--- src/rtl/wfifo_write_arbiter_if.sv ---
// Requester-side and FIFO-write-side signals of the write arbiter.
// The slave modport is the arbiter; the master modport is the requesters plus FIFO.
interface wfifo_write_arbiter_if #(
  parameter int NREQ  = 4,
  parameter int DSIZE = 8
);
  localparam int IDW = $clog2(NREQ);

  logic [NREQ-1:0]       req_valid;
  logic [NREQ-1:0]       req_last;
  logic [NREQ*DSIZE-1:0] req_data;
  logic [NREQ-1:0]       req_ready;
  logic                  wfull;
  logic                  winc;
  logic [DSIZE-1:0]      wdata;
  logic [IDW-1:0]        grant_id;
  logic                  busy;

  modport master (
    output req_valid, req_last, req_data, wfull,
    input  req_ready, winc, wdata, grant_id, busy
  );

  modport slave (
    input  req_valid, req_last, req_data, wfull,
    output req_ready, winc, wdata, grant_id, busy
  );
endinterface

--- src/rtl/wfifo_write_arbiter.sv ---
// Burst-level round-robin arbiter sharing one async-FIFO write port among NREQ
// requesters, with a per-grant beat cap and combinational wfull gating.
//
// state | meaning
// IDLE  | no writes; pick the first valid requester at or after rr_ptr
// BURST | stream beats from grant_id until last beat or beat cap
module wfifo_write_arbiter #(
  parameter int NREQ     = 4,
  parameter int DSIZE    = 8,
  parameter int MAXBURST = 8
) (
  input  logic                  wclk,
  input  logic                  wrst_n,
  wfifo_write_arbiter_if.slave  bus
);
  localparam int IDW = $clog2(NREQ);
  localparam int CW  = (MAXBURST > 1) ? $clog2(MAXBURST) : 1;

  typedef enum logic {IDLE, BURST} state_t;

  state_t         state_q, state_d;
  logic [IDW-1:0] grant_q, grant_d;
  logic [IDW-1:0] rr_ptr_q, rr_ptr_d;
  logic [CW-1:0]  beat_cnt_q, beat_cnt_d;

  logic           win_found;
  logic [IDW-1:0] winner;
  logic           beat_acc;
  logic           burst_end;

  logic [NREQ-1:0]  ready_w;
  logic             winc_w;
  logic [DSIZE-1:0] wdata_w;
  logic             busy_w;

  // Cyclic scan from rr_ptr; wrap by subtraction so non-power-of-2 NREQ stays in range.
  always_comb begin
    win_found = 1'b0;
    winner    = rr_ptr_q;
    for (int i = 0; i < NREQ; i++) begin
      int s;
      s = int'(rr_ptr_q) + i;
      if (s >= NREQ) s = s - NREQ;
      if (!win_found && bus.req_valid[s]) begin
        win_found = 1'b1;
        winner    = IDW'(s);
      end
    end
  end

  assign beat_acc  = (state_q == BURST) && bus.req_valid[grant_q] && !bus.wfull;
  assign burst_end = bus.req_last[grant_q] || (beat_cnt_q == CW'(MAXBURST - 1));

  always_ff @(posedge wclk or negedge wrst_n) begin
    if (!wrst_n) begin
      state_q    <= IDLE;
      grant_q    <= '0;
      rr_ptr_q   <= '0;
      beat_cnt_q <= '0;
    end else begin
      state_q    <= state_d;
      grant_q    <= grant_d;
      rr_ptr_q   <= rr_ptr_d;
      beat_cnt_q <= beat_cnt_d;
    end
  end

  always_comb begin
    state_d    = state_q;
    grant_d    = grant_q;
    rr_ptr_d   = rr_ptr_q;
    beat_cnt_d = beat_cnt_q;
    case (state_q)
      IDLE: begin
        if (win_found) begin
          grant_d    = winner;
          beat_cnt_d = '0;
          state_d    = BURST;
        end
      end
      BURST: begin
        if (beat_acc) begin
          if (burst_end) begin
            state_d    = IDLE;
            rr_ptr_d   = (grant_q == IDW'(NREQ - 1)) ? '0 : grant_q + 1'b1;
            beat_cnt_d = '0;
          end else begin
            beat_cnt_d = beat_cnt_q + 1'b1;
          end
        end
      end
      default: state_d = IDLE;
    endcase
  end

  // Data mux keyed by the registered grant so wdata never follows request churn.
  always_comb begin
    ready_w = '0;
    winc_w  = 1'b0;
    wdata_w = '0;
    busy_w  = 1'b0;
    if (state_q == BURST) begin
      busy_w           = 1'b1;
      ready_w[grant_q] = !bus.wfull;
      winc_w           = beat_acc;
      wdata_w          = bus.req_data[grant_q*DSIZE +: DSIZE];
    end
  end

  assign bus.req_ready = ready_w;
  assign bus.winc      = winc_w;
  assign bus.wdata     = wdata_w;
  assign bus.busy      = busy_w;
  assign bus.grant_id  = grant_q;
endmodule
--- src/flat_wrapper.sv ---
// flat-port wrapper written by rule: the top's interface ports become plain ports
module wfifo_write_arbiter_flat 
#(
  parameter int NREQ     = 4,
  parameter int DSIZE    = 8,
  parameter int MAXBURST = 8
)
  (wclk, wrst_n, bus_req_valid, bus_req_last, bus_req_data, bus_wfull, bus_req_ready, bus_winc, bus_wdata, bus_grant_id, bus_busy);
  wfifo_write_arbiter_if #(.NREQ(NREQ), .DSIZE(DSIZE)) bus_i ();
  input  logic wclk;
  input  logic wrst_n;
  input wire logic [$bits(bus_i.req_valid)-1:0] bus_req_valid;
  input wire logic [$bits(bus_i.req_last)-1:0] bus_req_last;
  input wire logic [$bits(bus_i.req_data)-1:0] bus_req_data;
  input wire logic [$bits(bus_i.wfull)-1:0] bus_wfull;
  output wire logic [$bits(bus_i.req_ready)-1:0] bus_req_ready;
  output wire logic [$bits(bus_i.winc)-1:0] bus_winc;
  output wire logic [$bits(bus_i.wdata)-1:0] bus_wdata;
  output wire logic [$bits(bus_i.grant_id)-1:0] bus_grant_id;
  output wire logic [$bits(bus_i.busy)-1:0] bus_busy;
  assign bus_i.req_valid = bus_req_valid;
  assign bus_i.req_last = bus_req_last;
  assign bus_i.req_data = bus_req_data;
  assign bus_i.wfull = bus_wfull;
  assign bus_req_ready = bus_i.req_ready;
  assign bus_winc = bus_i.winc;
  assign bus_wdata = bus_i.wdata;
  assign bus_grant_id = bus_i.grant_id;
  assign bus_busy = bus_i.busy;
  wfifo_write_arbiter #(.NREQ(NREQ), .DSIZE(DSIZE), .MAXBURST(MAXBURST)) u_core (.wclk(wclk), .wrst_n(wrst_n), .bus(bus_i));
endmodule
--- config.mk ---
export PLATFORM = sky130hd
export DESIGN_NAME = wfifo_write_arbiter_flat
export DESIGN_NICKNAME = d
export VERILOG_FILES = /design/src/rtl/wfifo_write_arbiter_if.sv /design/src/rtl/wfifo_write_arbiter.sv /design/src/flat_wrapper.sv
export SDC_FILE = /design/constraint.sdc
export NUM_CORES = 1
export LEC_CHECK = 0
export ABC_AREA = 1
export BUFFER_PORTS_ARGS = -buffer_cell sky130_fd_sc_hd__buf_2
export CAP_MARGIN = 5
export CELL_PAD_IN_SITES_DETAIL_PLACEMENT = 1
export CELL_PAD_IN_SITES_GLOBAL_PLACEMENT = 1
export CORE_MARGIN = 2
export CORE_UTILIZATION = 30
export DETAILED_ROUTE_END_ITERATION = 12
export PLACE_DENSITY_LB_ADDON = 0.1
export SYNTH_ARGS = -nofsm -noshare
export SYNTH_HDL_FRONTEND = slang
export SYNTH_SLANG_ARGS = --single-unit
--- constraint.sdc ---
create_clock -name wclk -period 4.26 [get_ports wclk]
set_input_delay 0.852 -clock wclk [delete_from_list [all_inputs] [get_ports wclk]]
set_output_delay 0.852 -clock wclk [all_outputs]
set_load 0.005 [all_outputs]
# Word level (Yosys, flattened, before mapping)
# Index checks and enable logic that the tools add are counted.
[word_totals]
elab_cells = 87
regBits = 8
input_bits = 43
[classes]
reduce_logical = 14
n_mux = 43
order_cmp = 10
n_eq_ne = 4
add_sub_neg = 9
shift = 1
bitwise = 2
[op_table]
columns = ["operator", "n"]
rows = [
  ["32-bit by 4-bit less-than comparator with 1-bit output, second input constant", 4],
  ["32-bit 2-to-1 mux", 4],
  ["32-bit by 4-bit greater-or-equal comparator with 1-bit output, second input constant", 3],
  ["32-bit by 4-bit subtractor with 32-bit output, second input constant", 3],
  ["32-bit by 6-bit variable part select with 8-bit output", 1],
  ["1-bit 2-to-1 mux", 20],
  ["1-bit binary-select mux with 2-bit select", 6],
  ["2-bit 2-to-1 mux", 5],
  ["3-bit 2-to-1 mux", 3],
  ["8-bit 2-to-1 mux", 1],
  ["2-bit by 2-bit adder with 3-bit output, second input constant", 2],
  ["1-bit logical AND", 6],
  ["3-bit one-hot mux with 2 select lines", 1],
  ["4-bit AND", 1],
  ["1-bit zero test", 4],
  ["4-bit 2-to-1 mux", 1],
  ["2-bit AND reduction", 2],
  ["2-bit by 3-bit subtractor with 4-bit output, second input constant", 1],
  ["2-bit by 1-bit adder with 3-bit output, second input constant", 1],
  ["3-bit by 1-bit adder with 3-bit output, second input constant", 1],
  ["3-bit == test, second input constant", 1],
  ["2-bit by 3-bit greater-or-equal comparator with 1-bit output, second input constant", 1],
  ["2-bit by 3-bit less-than comparator with 1-bit output, second input constant", 1],
  ["3-bit AND reduction", 1],
  ["9 further kinds", 9],
]

# Longest topological paths before layout
# Gate-level depths: netlist of the first run.
[depth]
word_depth = 17
ltp_mapped = 15
ltp_nobuf = 14

# Worst setup path before layout of the first run
# Ideal clock, no wire load.
[synth_path]
kind = "in2out"
from = "in bus_req_valid[1]"
to = "out bus_winc"
path_stages = 4
path_slack_ns = 2.138
arrival_ns = 1.270
cell_sequence = "inv_1 a21oi_1 o21ai_0 a21oi_2"
[synth_between]
elab_chain_cells = 5
[synth_lines]
columns = ["item", "line", "text"]
rows = [
  ["start: declaration", "flat_wrapper.sv:12", "input wire logic [$bits(bus_i.req_valid)-1:0] bus_req_valid;"],
  ["1-bit binary-select mux with 2-bit select", "wfifo_write_arbiter.sv:51", "assign beat_acc = (state_q == BURST) && bus.req_valid[grant_q] && !bus.wfull;"],
  ["1-bit 2-to-1 mux (implied by the code)", "wfifo_write_arbiter.sv:51", ""],
  ["1-bit logical AND (2 in a row)", "wfifo_write_arbiter.sv:51", ""],
  ["1-bit 2-to-1 mux", "wfifo_write_arbiter.sv:102", "if (state_q == BURST) begin"],
  ["end: declaration", "flat_wrapper.sv:17", "output wire logic [$bits(bus_i.winc)-1:0] bus_winc;"],
]
# Every way passes these cells. The select of a mux whose other input is x is not followed.

# Worst setup path in the final report of the first run
[layout_path]
from = "reg u_core.grant_q[0], in the netlist u_core.bus.grant_id[0]"
to = "out bus_wdata[5]"
[layout_between]
elab_chain_cells = 2
[layout_lines]
columns = ["item", "line", "text"]
rows = [
  ["start: declaration", "wfifo_write_arbiter.sv:22", "logic [IDW-1:0] grant_q, grant_d;"],
  ["start signal: assignment", "wfifo_write_arbiter.sv:62", "grant_q <= grant_d;"],
  ["32-bit by 6-bit variable part select with 8-bit output", "wfifo_write_arbiter.sv:106", "wdata_w = bus.req_data[grant_q*DSIZE +: DSIZE];"],
  ["8-bit 2-to-1 mux", "wfifo_write_arbiter.sv:102", ""],
  ["end: declaration", "flat_wrapper.sv:18", "output wire logic [$bits(bus_i.wdata)-1:0] bus_wdata;"],
]
# Every way passes these cells.

==> results of run 1 <==
## worst max-delay path, cell delays in order, from the launching register on
cell	delay [ns]
dfrtp_1	0.84
inv_1	0.51
o21ai_0	0.31
a21oi_1	0.11
buf_2	0.15
## layer usage
| metal | track usage [%] | wire length (microns) | up-vias |
|---|---|---|---|
| met5 | 0 | 0 | - |
| met4 | 1.63 | 0 | 0 |
| met3 | 3.21 | 144 | 0 |
| met2 | 27.5 | 1600 | 31 |
| met1 | 21.2 | 1530 | 585 |
| li1 | - | - | 694 |
## final timing paths
kind / start / end / cells after the start
setup / recovery: u_core.bus.grant_id[0]$_DFFE_PN0P_ / bus_wdata[5] / 4
hold / removal: wrst_n / u_core.beat_cnt_q[1]$_DFFE_PN0P_ / 1
setup reg to reg: u_core.bus.grant_id[0]$_DFFE_PN0P_ / u_core.beat_cnt_q[2]$_DFFE_PN0P_ / 8
hold reg to reg: u_core.beat_cnt_q[1]$_DFFE_PN0P_ / u_core.beat_cnt_q[1]$_DFFE_PN0P_ / 2
max in group asynchronous: wrst_n / u_core.rr_ptr_q[1]$_DFFE_PN0P_ / 1
min in group wclk: u_core.beat_cnt_q[1]$_DFFE_PN0P_ / u_core.beat_cnt_q[1]$_DFFE_PN0P_ / 2
## power breakdown
part,internal (mW),switching [mW],total (mW),leakage [nW]
clock network,0.0322,0.0253,0.0575,0.0138
logic,0.252,0.405,0.657,0.652
registers,0.106,0.0816,0.188,0.100
## registers in the layout (all words and copies together), names as in the netlist
name / cells
u_core.bus.grant_id: 2
u_core.rr_ptr_q: 2
u_core.state_q: 1
u_core.beat_cnt_q: 3
## kinds of logic after synthesis
family / Yosys count / synth area share, %
AND/OR/NAND/NOR: 105 / 41.0
AO/OA/AOI/OAI: 41 / 22.5
adder cells (fa/ha/maj): 6 / 7.09
buffers and inverters: 23 / 10.5
flip-flops: 8 / 18.9
## cell usage after synthesis
library cell	number	area, sq um
or2_2	1	6.26
o21ai_0	20	100
ha_1	6	75.1
buf_2	4	20.0
o21ai_1	3	15.0
nor2_2	1	6.26
clkbuf_1	2	7.51
inv_4	1	6.26
nand3_2	1	10.0
o211ai_1	1	7.51
nand2_2	5	31.3
nor2_1	40	150
o21ai_4	1	16.3
inv_2	3	11.3
dfrtp_1	8	200
nand3_1	13	65.1
clkbuf_8	1	13.8
o21ai_2	2	17.5
inv_1	11	41.3
a21oi_1	11	55.1
a21oi_2	3	26.3
buf_6	1	11.3
nand2_1	44	165
## cell type report
cell class | count | share of cell area (%)
tap | 46 | 4.18
timing repair buffer | 58 | 21.1
inverter | 15 | 4.27
multi-input combinational | 152 | 54.3
sequential | 8 | 14.5
clock buffer | 3 | 1.64
==> impl_metrics.json, run 1 <==
{
  "outcome": "completed",
  "layout_commonest_cell": "buf_2",
  "utilization_pct": 40.9,
  "gr-usage-all-layers_pct": 16.0,
  "pre_cts_slack_ns": 1.47,
  "fmax_mhz": 330,
  "clock-sinks": 8,
  "r2r_setup_slack_ns": 1.98,
  "gr-total-overflow": 0,
  "postCtsHoldBufs": 0,
  "ir_worst_vdd_mv": 0.295,
  "start_util_pct": 31.5,
  "path_max_fanout": 26,
  "portBuffers": 58,
  "mostFrequentLayoutCells": "buf_2 (58), nand2_1 (44), nor2_1 (40)",
  "syn_area_per_cell_sq_um": 5.78,
  "period_share_pct": 71.0,
  "num_antenna_cells": 0,
  "core_sq_mm": 0.00336,
  "layout.area.seq_sq_um": 200,
  "viasPerCell": 4.65,
  "ys_types": 23,
  "rows": 21,
  "rsz0062_at_grt": "false",
  "worst_pin_slew_ns": 0.780,
  "hold_viol": 0,
  "setup_ws_ns": 1.23,
  "io_pins": 59,
  "postLayoutCellArea_sq_mm": 0.00138,
  "synth-seq-cells": 8,
  "p_leak_nw": 0.766,
  "die_area_sq_mm": 0.00402,
  "dp_hpwl_microns": 2650,
  "relSlewSlack_pct": 48.0,
  "fin_nets": 287,
  "numCtsBuffers": 3,
  "required_ns": 3.41,
  "dr.pass1.iters": 4,
  "areaGrowthSynthToFinish_pct": 30.0,
  "ys_seq_area_share_pct": 18.9,
  "die_h_microns": 63.4,
  "cp.arrival_ns": 2.17,
  "post_cts_buffers": 0,
  "drc_errors": 0,
  "critPathKind": "reg -> out",
  "finalCriticalPeriod_ns": 3.03,
  "avgRoutedWirePerCell_microns": 11.6,
  "instances_no_fill": 282,
  "vias": 1310,
  "clockRootBuffer": "clkbuf_4",
  "drive_gt1_share_pct": 33.5,
  "final-setup-viol-count": 0,
  "dpl.cell_count": 279,
  "p_per_area_mw_per_mm2": 655,
  "cap_violations": 0,
  "start_kind": "register",
  "end_kind": "output pin",
  "postSynthCellCount": 183,
  "postPlaceCellArea_sq_mm": 0.00135,
  "clk_latency_ns": 0.25,
  "cts-resized-gates": 0,
  "multi_input_area_sq_um": 747,
  "drt_iter0_markers": 66,
  "antenna_left": 0,
  "first_global_vias": 1174,
  "htree_levels": 1,
  "p_total_uw": 902,
  "gp_congestion": 0.724,
  "die_x_microns": 63.4,
  "syn_nets": 232,
  "grt_pass1_wl_microns": 5230,
  "yosysWarnings": 0,
  "synthesis.area_sq_mm": 0.00106,
  "slew_viol_final": 0,
  "setup-tns-final_ns": 0,
  "fin_hold_ws_ns": 0.430,
  "nFillCells": 503,
  "grt_max_degree": 27,
  "clk_path_buf_depth": 2,
  "cts_tree": "yes",
  "hold_class": "in -> async",
  "antenna_found_initial": 0,
  "finClkSkew_ns": 0.00201,
  "wl_microns": 3270,
  "clk_pin_slew_ns": 0.05
}
Note: power is estimated with default switching activity, not from simulation.
==> run 2, diff against run 1 <==
Settings changed: ABC_AREA 1 to 0, CORE_UTILIZATION 30 to 26.
Clock period 4.26 ns to 2.7 ns, I/O delays scaled along.
==> impl_metrics.json, run 2 <==
{
  "cp_num_buf_inv": 2,
  "clk_path_buf_depth": 2,
  "clk_pin_slew_ns": 0.06,
  "synthTopCellsByCount": "and2_1 (12), mux4_2 (9), dfrtp_1 (8)",
  "ir_worst_vdd_mv": 0.402,
  "first_global_vias": 903,
  "clockRootBuffer": "clkbuf_4",
  "regMostFlops": "u_core.beat_cnt_q",
  "synthArstFlopShare_pct": 100,
  "die_x_microns": 60.9,
  "path_max_fanout": 9,
  "period_share_pct": 89.1,
  "ys_seq_area_share_pct": 23.8,
  "synth_edf_count": 0,
  "post_cts_buffers": 0,
  "cp.arrival_ns": 1.87,
  "clock-sinks": 8,
  "numCtsBuffers": 3,
  "start_util_pct": 27.5,
  "drive_gt1_share_pct": 55.9,
  "netlist.area_leader.share_pct": 24.1,
  "syn_nets": 124,
  "slew_viol_final": 0,
  "finalCriticalPeriod_ns": 2.41,
  "hold_class": "in -> async",
  "antenna_left": 0,
  "setup-tns-final_ns": 0,
  "finClkSkew_ns": 0.00150,
  "dp_hpwl_microns": 2110,
  "rows": 20,
  "cp_cell_sequence": "buf_4 -> mux4_2 -> and2_1 -> buf_2",
  "num_antenna_cells": 0,
  "mostFrequentLayoutCells": "buf_2 (58), and2_1 (12), mux4_2 (9)",
  "avgRoutedWirePerCell_microns": 13.8,
  "switching_share_pct": 38.6,
  "clk_latency_ns": 0.25,
  "worstSetupStartpoint": "u_core.bus.grant_id[0]$_DFFE_PN0P_",
  "hold_viol": 0,
  "die_h_microns": 60.9,
  "die_area_sq_mm": 0.00370,
  "power.share.clock_pct": 9.6,
  "final-setup-viol-count": 0,
  "wl_microns": 2480,
  "pwr-share-seq_pct": 26.9,
  "antenna_found_initial": 0,
  "worst_r2r_endpoint": "u_core.rr_ptr_q[0]$_DFFE_PN0P_",
  "end_kind": "output pin",
  "drt_iter0_markers": 22,
  "p_int_uw": 587,
  "layout_commonest_cell": "buf_2",
  "outcome": "completed",
  "p_sw_uw": 369,
  "portBuffers": 58,
  "ys.flop_type": "dfrtp_1",
  "utilization_pct": 39.9,
  "p_comb_share_pct": 63.5,
  "path_delay_family": "flip-flops",
  "cap_violations": 0,
  "rsz0062_at_grt": "false",
  "cts_tree": "yes",
  "drc_errors": 0,
  "fin_nets": 187,
  "pre_cts_slack_ns": 0.511,
  "gr-usage-all-layers_pct": 14.7,
  "core_sq_mm": 0.00305,
  "yosysWarnings": 0,
  "p_per_area_mw_per_mm2": 785,
  "syn_area_per_cell_sq_um": 11.2,
  "start_kind": "register",
  "ys_types": 29,
  "vias": 849,
  "viasPerCell": 4.72,
  "nFillCells": 395,
  "synth_top_area_cell": "mux4_2",
  "synthesis.area_sq_um": 841,
  "grt_max_degree": 15,
  "critPathKind": "reg -> out",
  "gr-total-overflow": 0,
  "yosysMostFrequentCell": "and2_1",
  "cts-resized-gates": 0,
  "p_total_uw": 956,
  "fmax_mhz": 416,
  "gp_congestion": 0.748,
  "worst_pin_slew_ns": 0.529,
  "setup_ws_ns": 0.293,
  "r2r_cells": 3,
  "postCtsHoldBufs": 0,
  "r2r_start": "u_core.bus.grant_id[0]$_DFFE_PN0P_",
  "relSlewSlack_pct": 64.7,
  "areaGrowthSynthToFinish_pct": 44.8,
  "r2r_setup_slack_ns": 0.81,
  "synthTopCellsByArea": "mux4_2 (24%), dfrtp_1 (24%), and2_1 (8.9%)",
  "largest_register_ffs": 3,
  "grt_pass1_wl_microns": 4090,
  "cpMaxStageDelayCell": "dfrtp_1",
  "p_leak_nw": 0.602,
  "io_pins": 59,
  "dr.pass1.iters": 4,
  "max_stage_delay_ns": 0.59,
  "htree_levels": 1,
  "required_ns": 2.16,
  "postSynthCellCount": 75,
  "synth-seq-cells": 8
}
## run 2: cell count changes in the layout (fill, tap and decap cells not counted), moves of 12 or more
| cell | previous run | this run |
|---|---|---|
| and2_1 | 0 | 12 |
| o21ai_0 | 20 | 3 |
| nor2_1 | 40 | 1 |
| nand2_1 | 44 | 1 |
| nand3_1 | 13 | 0 |
## run 2: kinds of logic after synthesis
family,Yosys count,synth area share [%]
AND/OR/NAND/NOR,25,18.7
adder cells (fa/ha/maj),6,8.93
multiplexers,12,29.9
buffers and inverters,8,3.87
flip-flops,8,23.8
AO/OA/AOI/OAI,16,14.7
## run 2: worst max path at each step
stage	to	cells after the start
after floorplan	bus_wdata[0]	3
after global placement	bus_wdata[1]	4
after detailed placement	bus_wdata[2]	4
after CTS	bus_wdata[2]	4
after global routing	bus_wdata[1]	4
final	bus_wdata[2]	4
## run 2: power by group through the flow
| stage | Sequential [mW] | Combinational (mW) | Clock [mW] |
|---|---|---|---|
| floorplan | 0.219 | 0.416 | 0 |
| global placement | 0.262 | 0.609 | 0 |
| detailed placement | 0.265 | 0.618 | 0 |
| CTS | 0.263 | 0.619 | 0.0952 |
| global route | 0.275 | 0.679 | 0.103 |
| finish | 0.257 | 0.607 | 0.0913 |
## run 2: per-stage QoR
step	hold slack (ns)	instance area, sq um	std cells
floorplan	0.244	841	75
global placement	0.391	1190	177
detailed placement	0.399	1190	177
CTS	0.130	1220	180
global route	0.127	1220	180
finish	0.126	1220	180
## run 2: cell type report
type	instances	area, sq um	share of cell area [%]
well taps	44	55.1	4.52
inverters	5	18.8	1.54
flip-flops and latches	8	200	16.4
clock buffers	3	22.5	1.85
multi-input cells	59	608	49.9
repair buffers	61	313	25.7
## run 2: per-layer routing
| metal | GRT usage (%) | vias up | part of all wire (%) |
|---|---|---|---|
| met5 | 0 | - | 0 |
| met2 | 26.4 | 31 | 47 |
| met4 | 2.80 | 0 | 0 |
| met3 | 1.49 | 0 | 5.6 |
| li1 | - | 414 | - |
| met1 | 19.3 | 404 | 47 |
